==> config.mk <==
export PLATFORM = sky130hd
export DESIGN_NAME = seq_add32
export DESIGN_NICKNAME = d
export VERILOG_FILES = /design/src/rtl/seq_add32.sv
export SDC_FILE = /design/constraint.sdc
export NUM_CORES = 1
export LEC_CHECK = 0
export CAP_MARGIN = 0
export CORE_MARGIN = 2
export CORE_UTILIZATION = 47
export DETAILED_ROUTE_END_ITERATION = 12
export GPL_ROUTABILITY_DRIVEN = 1
export PLACE_DENSITY = 0.89
export SYNTH_ARGS = -nofsm -noshare
export SYNTH_HDL_FRONTEND = slang
export SYNTH_SLANG_ARGS = --single-unit
==> constraint.sdc <==
create_clock -name clk -period 2.7 [get_ports clk]
set_input_delay 0.81 -clock clk [delete_from_list [all_inputs] [get_ports clk]]
set_output_delay 0.81 -clock clk [all_outputs]
set_load 0.05 [all_outputs]
==> src/rtl/seq_add32.sv <==
// Bit-serial-by-nibble 32-bit adder/subtractor: eight 4-bit slices through one
// carry-lookahead slice, one slice per clock, with registered flags.

module cla4 (
   input  logic [3:0] a,
   input  logic [3:0] b,
   input  logic       ci,
   output logic [3:0] s,
   output logic       co
);
   logic [3:0] g;
   logic [3:0] p;
   logic [4:0] c;

   assign g = a & b;
   assign p = a ^ b;

   assign c[0] = ci;
   assign c[1] = g[0] | (p[0] & ci);
   assign c[2] = g[1] | (p[1] & g[0]) | (p[1] & p[0] & ci);
   assign c[3] = g[2] | (p[2] & g[1]) | (p[2] & p[1] & g[0]) | (p[2] & p[1] & p[0] & ci);
   assign c[4] = g[3] | (p[3] & g[2]) | (p[3] & p[2] & g[1]) | (p[3] & p[2] & p[1] & g[0])
               | (p[3] & p[2] & p[1] & p[0] & ci);

   assign s  = p ^ c[3:0];
   assign co = c[4];
endmodule

module seq_add32 (
   input  logic        clk,
   input  logic        reset_n,
   input  logic        start,
   input  logic        op,
   input  logic [31:0] a,
   input  logic [31:0] b,
   output logic        busy,
   output logic        done,
   output logic [31:0] result,
   output logic        co,
   output logic        ov,
   output logic        z,
   output logic        n
);
   localparam logic [1:0] IDLE = 2'd0;
   localparam logic [1:0] RUN  = 2'd1;
   localparam logic [1:0] DONE = 2'd2;

   logic [1:0]  state;
   logic [2:0]  cnt;
   logic        carry;
   logic [31:0] a_r;
   logic [31:0] b_r;
   logic [4:0]  idx;
   logic [3:0]  slice_s;
   logic        slice_co;

   assign idx  = {cnt, 2'b00};
   assign busy = (state != IDLE);
   assign done = (state == DONE);

   cla4 u_cla4 (
      .a  (a_r[idx +: 4]),
      .b  (b_r[idx +: 4]),
      .ci (carry),
      .s  (slice_s),
      .co (slice_co)
   );

   always_ff @(posedge clk or negedge reset_n) begin
      if (!reset_n) begin
         state  <= IDLE;
         cnt    <= 3'd0;
         carry  <= 1'b0;
         a_r    <= 32'd0;
         b_r    <= 32'd0;
         result <= 32'd0;
         co     <= 1'b0;
         ov     <= 1'b0;
         z      <= 1'b1;
         n      <= 1'b0;
      end else begin
         case (state)
            IDLE: begin
               if (start) begin
                  a_r   <= a;
                  b_r   <= op ? ~b : b;
                  carry <= op;
                  cnt   <= 3'd0;
                  state <= RUN;
               end
            end
            RUN: begin
               result[idx +: 4] <= slice_s;
               carry            <= slice_co;
               cnt              <= cnt + 3'd1;
               // Top slice: flags come from the slice outputs since result is not yet updated.
               if (cnt == 3'd7) begin
                  co    <= slice_co;
                  ov    <= a_r[31] ^ b_r[31] ^ slice_s[3] ^ slice_co;
                  z     <= ({slice_s, result[27:0]} == 32'd0);
                  n     <= slice_s[3];
                  state <= DONE;
               end
            end
            DONE:    state <= IDLE;
            default: state <= IDLE;
         endcase
      end
   end
endmodule

Word level (Yosys, flattened, before mapping):

Index checks and enable logic that the tools add are counted.

* flip-flop bits (word level): 106
* latch bits: 0
* bits in writable memories: 0
* bits in read-only memories: 0
* input port bits: 68
* output and inout port bits: 38
* logic and storage cells: 71
* memories kept: 0

* $add $sub $neg: 2
* multipliers: 0
* div/mod/pow operators: 0
* $lt $le $gt $ge: 0
* equal/unequal tests: 5
* shift-type cells: 4
* muxes and demuxes: 9
* bitwise logic cells: 33
* reductions and logical operators: 8

Operator list (number)
* 32-bit by 6-bit variable part select with 4-bit output: 2
* 32-bit bitwise mux: 1
* 32-bit zero test: 1
* 32-bit 2-to-1 mux: 1
* 32-bit inverter: 1
* 4-bit by 7-bit variable shift with 32-bit output (first input constant): 1
* 4-bit by 7-bit variable part select with 32-bit output: 1
* 1-bit bitwise AND: 16
* 1-bit bitwise OR: 10
* 2-bit AND reduction: 4
* 4-bit XOR: 2
* 5-bit negator with 7-bit output: 1
* 3-bit one-hot mux with 2 select lines: 1
* 4-bit bitwise AND: 1
* 2-bit 2-to-1 mux: 2
* 2-bit != test (second input constant): 2
* 2-bit one-hot mux with 2 select lines: 1
* 2-bit nonzero test: 2
* 3-bit by 1-bit adder with 3-bit output (second input constant): 1
* 3-bit == test (second input constant): 1
* 3-bit 2-to-1 mux: 1
* 1-bit XOR: 3
* 2-bit by 1-bit == test with 1-bit output (second input constant): 1
* 2-bit == test (second input constant): 1
* 3 further kinds: 3

Longest topological paths before layout:

* depth after elaboration: 9
* depth in mapped cells: 10
* gate-level depth less buffers: 8

Modules after synthesis:

A second synthesis with hierarchy kept.

* cells, all modules: 488
* area, all modules: 5205.0 um2

Modules (own cells, without submodules)
* seq_add32: times used 1, cells an instance 471, area an instance 5057.4 um2, seq. area each 2653.8 um2
* cla4: times used 1, cells an instance 17, area an instance 147.6 um2, seq. area each 0.0 um2

Worst setup path before layout:

No wires, ideal clock.

* kind: flip-flop to flip-flop
* start point: register cnt[0]
* end point: register result[2]
* setup time: 0.145 ns
* arrival: 2.645 ns
* data required time: 2.555 ns
* setup slack: -0.090 ns
* cell stages (with the launch flop): 11
* path buffers: 2
* period minus slack after synthesis: 2.790 ns
* path through: dfrtp_1 -> buf_2 -> buf_4 -> mux4_2 -> nand2_1 -> nand2_1 -> ha_1 -> a21o_1 -> a21oi_1 -> xor2_1 -> o21ai_0

* cells in the longest elaborated chain, start to end: 9
* elaborated cells on any way between the ends: 24
* classes of those cells: add/sub: 1; shift: 4; mux: 1; bitwise: 18

RTL lines
* start, declared: RTL line 49 `logic [2:0] cnt;`
* start signal, assigned: RTL line 95 `cnt <= cnt + 3'd1;`
* 32-bit by 6-bit variable part select with 4-bit output, on equally long branches: RTL line 62, 63
* 4-bit XOR or 4-bit bitwise AND (tied branches): RTL line 16, 15
* 1-bit bitwise AND: RTL line 21 `assign c[3] = g[2] | (p[2] & g[1]) | (p[2] & p[1] & g[0]) | (p[2] & p[1] & p[0] & ci);`
* 1-bit bitwise OR or 1-bit bitwise AND (tied branches) (2 in series): RTL line 21
* 1-bit bitwise OR: RTL line 21
* 4-bit XOR: RTL line 25 `assign s = p ^ c[3:0];`
* 4-bit by 7-bit variable part select with 32-bit output: RTL line 93 `result[idx +: 4] <= slice_s;`
* 32-bit bitwise mux *: RTL line 93
* end signal, assigned by index: RTL line 93
* end, declared: RTL line 38 `output logic [31:0] result,`

Every way passes the cells marked *; elsewhere a longest branch is shown, timed or not.
A chain may end at the register's enable or synchronous reset.

Worst setup path in the final report:

* start point: register cnt[0]
* end point: register z

* cells in the longest elaborated chain, start to end: 8
* elaborated cells on any way between the ends: 23
* classes of those cells: eq/ne: 1; shift: 2; bitwise: 18; reduce/logical: 2

RTL lines
* 32-bit by 6-bit variable part select with 4-bit output, on equally long branches: RTL line 62, 63
* 4-bit XOR or 4-bit bitwise AND (tied branches): RTL line 16, 15
* 1-bit bitwise AND: RTL line 21
* 1-bit bitwise OR or 1-bit bitwise AND (tied branches) (2 in series): RTL line 21
* 1-bit bitwise OR: RTL line 21
* 4-bit XOR: RTL line 25
* 32-bit zero test: RTL line 100 `z <= ({slice_s, result[27:0]} == 32'd0);`
* end signal, assigned: RTL line 100
* end, declared: RTL line 41 `output logic z,`

Parallel ways exist; a longest one is shown, timed or not.

==> results list <==
- Status: completed
* Endpoint type of the worst setup path: register
- Die H: 110 um
- The tool flagged a number of max-cap violations equal to 0.
- Clock latency at the later pin of the worst-skew pair: 0.39 ns
- Summing the sequential cell areas from Yosys gives 50.7% of the chip area.
* Worst min-delay path category: in -> async
* Layout cell share with drive strength beyond 1: 22.6%
- Cells fill 63.9% of the core in the end.
- The longest clock path from root to sink contains 2 buffers.
* Number of synthesized flops with an enable pin: 0
- The routed design has 13.0 mm of wire.
- Violation count after the first detailed-routing iteration: 317
* Clock buffers created by TritonCTS: 9
* Number of design rule violations left after detail routing: 0
- A synthesized cell averages 11.7 um2.
- The filler cells instantiated in the layout total 794.
- Worst Hold Slack: 0.404 ns
- Via count of the first global-routing pass: 4069
- Via total after detailed routing: 3975
* Number of setup violations in the final report: 0
- At the worst endpoint, the arrival time is 2.94 ns.
* Number of levels in the clock H-tree: 3
- Number of iterations in the first detailed-routing pass: 5
- After the last flow step, the layout net total stands at 648.
- Dividing the detail-routed wire length by the instance count gives 18.2 um.
* Gp weighted congestion: 0.861
- Counting tap cells, the placed design contains a total of 686 instances.
* CTS Sinks: 106
- The repair_antennas step left the layout with diodes totalling 0.
- Of all flip-flops after synthesis, the portion carrying an async set or reset was 100%.
- The finished layout holds 712 standard cells, fillers aside.
* Gate Count Post-Synth: 449
* Final Max Slew Viols: 0
- Worst-Margin Slew: 0.561 ns
- In this run the worst path has a maximum fanout of 9.
- After floorplanning, the core was sized to cover 10800 um2.
- Dividing the detail-routed via count by the number of cells gives 5.58.
- Post-synth net total: 530
* Number of top-level pins: 106
- Row generation in the floorplan step produced 38 rows.
* Most common library cell in the layout ignoring fill and taps: dfrtp_1
* Worst Setup Path Type: reg -> reg
- Root Driver: clkbuf_8
* Antenna violations before repair: 0
- In this run the tool buffered the top-level ports with 105 buffer cells.
* Area growth syn-to-layout: 32.1%
- Critical path startpoint category: register
* Die footprint: 12000 um2
- Layout Skew: 0.0131 ns
- In this run, synthesis produced a sequential element count of 106.
- Hold violation total from the final report: 0
* Die span in x: 110 um
- Global routing used 22.1% of the available tracks.
- The top cell types in the final layout, fill and taps aside, are dfrtp_1 (105), clkdlybuf4s50_1 (101), nand2_1 (52).
* Number of distinct standard cells referenced by the synthesized netlist: 48
- Subtracting the final worst setup slack from the clock period gives 2.60 ns.
* Tightest slew margin relative to the limit: 62.6%
- Count of synthesis-stage warnings from yosys: 0
* Data required, critical path: 3.04 ns
- Global routing finished with a remaining overflow of 0.
- After synthesis the cells add up to 5240 um2.
- Final HPWL DP: 9.12 mm
* Sum Neg Setup Slack: 0 ns
* Largest net degree at the start of global routing: 85
* Global-route wire length before repair: 20.2 mm
- TritonCTS built the clock tree.
- Initial Utilization: 48.3%
- Top achievable clock speed: 384 MHz
- Once detail routing completed, the nets flagged for antenna violations numbered 0.
- In the finished design, the share of the clock period the worst path needs comes to 96.5%.
- Buffers inserted to repair hold after CTS numbered 0.
- Clock-pin slew was measured on the worst setup and hold paths at 0.11 ns.
* Dominant synthesized flop cell: dfrtp_1
final cells by class:
class | count | area [um2] | share of cell area [%]
tap | 140 | 175 | 2.53
sequential | 106 | 2650 | 38.3
multi-input combinational | 313 | 2580 | 37.2
inverter | 8 | 30.0 | 0.434
clock buffer | 10 | 138 | 1.99
clock inverter | 6 | 57.6 | 0.832
timing repair buffer | 129 | 1290 | 18.6
layer usage:
metal  up-vias  track usage (%)  share of wire (%)  wire [um]
li1       1820                -                  -          -
met1      1964             28.0                 40       5180
met2       161             37.2                 52       6700
met3        30             4.56                5.6        722
met4         0             9.13                2.7        353
met5         -                0                  0          0
cells in the mapped netlist (3+ instances only):
cell type / n / share of area (%)
a21oi_1: 34 / 3.2
buf_2: 15 / 1.4
buf_4: 3 / 0.43
dfrtp_1: 105 / 50
ha_1: 12 / 2.9
inv_1: 7 / 0.50
mux2_1: 3 / 0.64
mux2_2: 38 / 8.2
mux4_2: 16 / 6.9
nand2_1: 54 / 3.9
nand2b_1: 4 / 0.48
nand3b_1: 3 / 0.43
nand4_1: 3 / 0.36
nand4_2: 3 / 0.72
nor2_1: 45 / 3.2
nor4_1: 6 / 0.72
o21ai_0: 13 / 1.2
o31ai_1: 14 / 2.0
xnor2_1: 33 / 5.5
critical path, stage by stage (launching register included):
cell	delay [ns]
dfrtp_1	0.40
buf_8	0.16
mux4_2	0.51
nand2_1	0.11
nand2_2	0.10
fa_2	0.39
xnor2_1	0.18
buf_4	0.19
nand4_1	0.13
nor3_2	0.20
a31o_2	0.18
kinds of logic after synthesis:
group	share of synthesized area, %
buffers and inverters	2.94
DFF	50.7
adders and majority gates	3.25
and+or+nand+nor	12.7
xor gates and xnor gates	6.16
AOI/OAI and AO/OA	8.19
muxes	16.1
repair_timing:
item / CTS / global route
endpoints found under the setup margin: 15 / 23
resized for setup: 5 / 20
buffers inserted: 3 / 6
cloned: 0 / 1
pin swaps: 1 / 7
through the flow:
step / setup slack (ns) / area [um2]
2_1_floorplan: 0.0395 / 5260
3_3_place_gp: 0.0179 / 6500
3_5_place_dp: -0.0459 / 6500
4_1_cts: 0.0165 / 6750
5_1_grt: -0.0315 / 6920
6_report: 0.0958 / 6920
sequential cells by signal (all words and copies together) (netlist names):
register	cells
co	1
n	1
carry	1
z	1
cnt	3
ov	1
b_r	32
state	2
result	32
a_r	32
path summary, 6_finish.rpt:
check,startpoint,end,slack [ns],cells after the start
min in group clk,co$_DFFE_PN0P_,co$_DFFE_PN0P_,0.50,2
min reg2reg,co$_DFFE_PN0P_,co$_DFFE_PN0P_,0.50,2
max reg2reg,cnt[0]$_DFFE_PN0P_,z$_DFFE_PN1P_,0.1,10
max in group asynchronous,reset_n,a_r[11]$_DFFE_PN0P_,1.61,2
min,reset_n,cnt[1]$_DFFE_PN0P_,0.40,1
max,cnt[0]$_DFFE_PN0P_,z$_DFFE_PN1P_,0.1,10
Power is left out: the tool's default activity adds up to more than one toggle a clock period on the data nets, which glitch-free logic cannot reach.
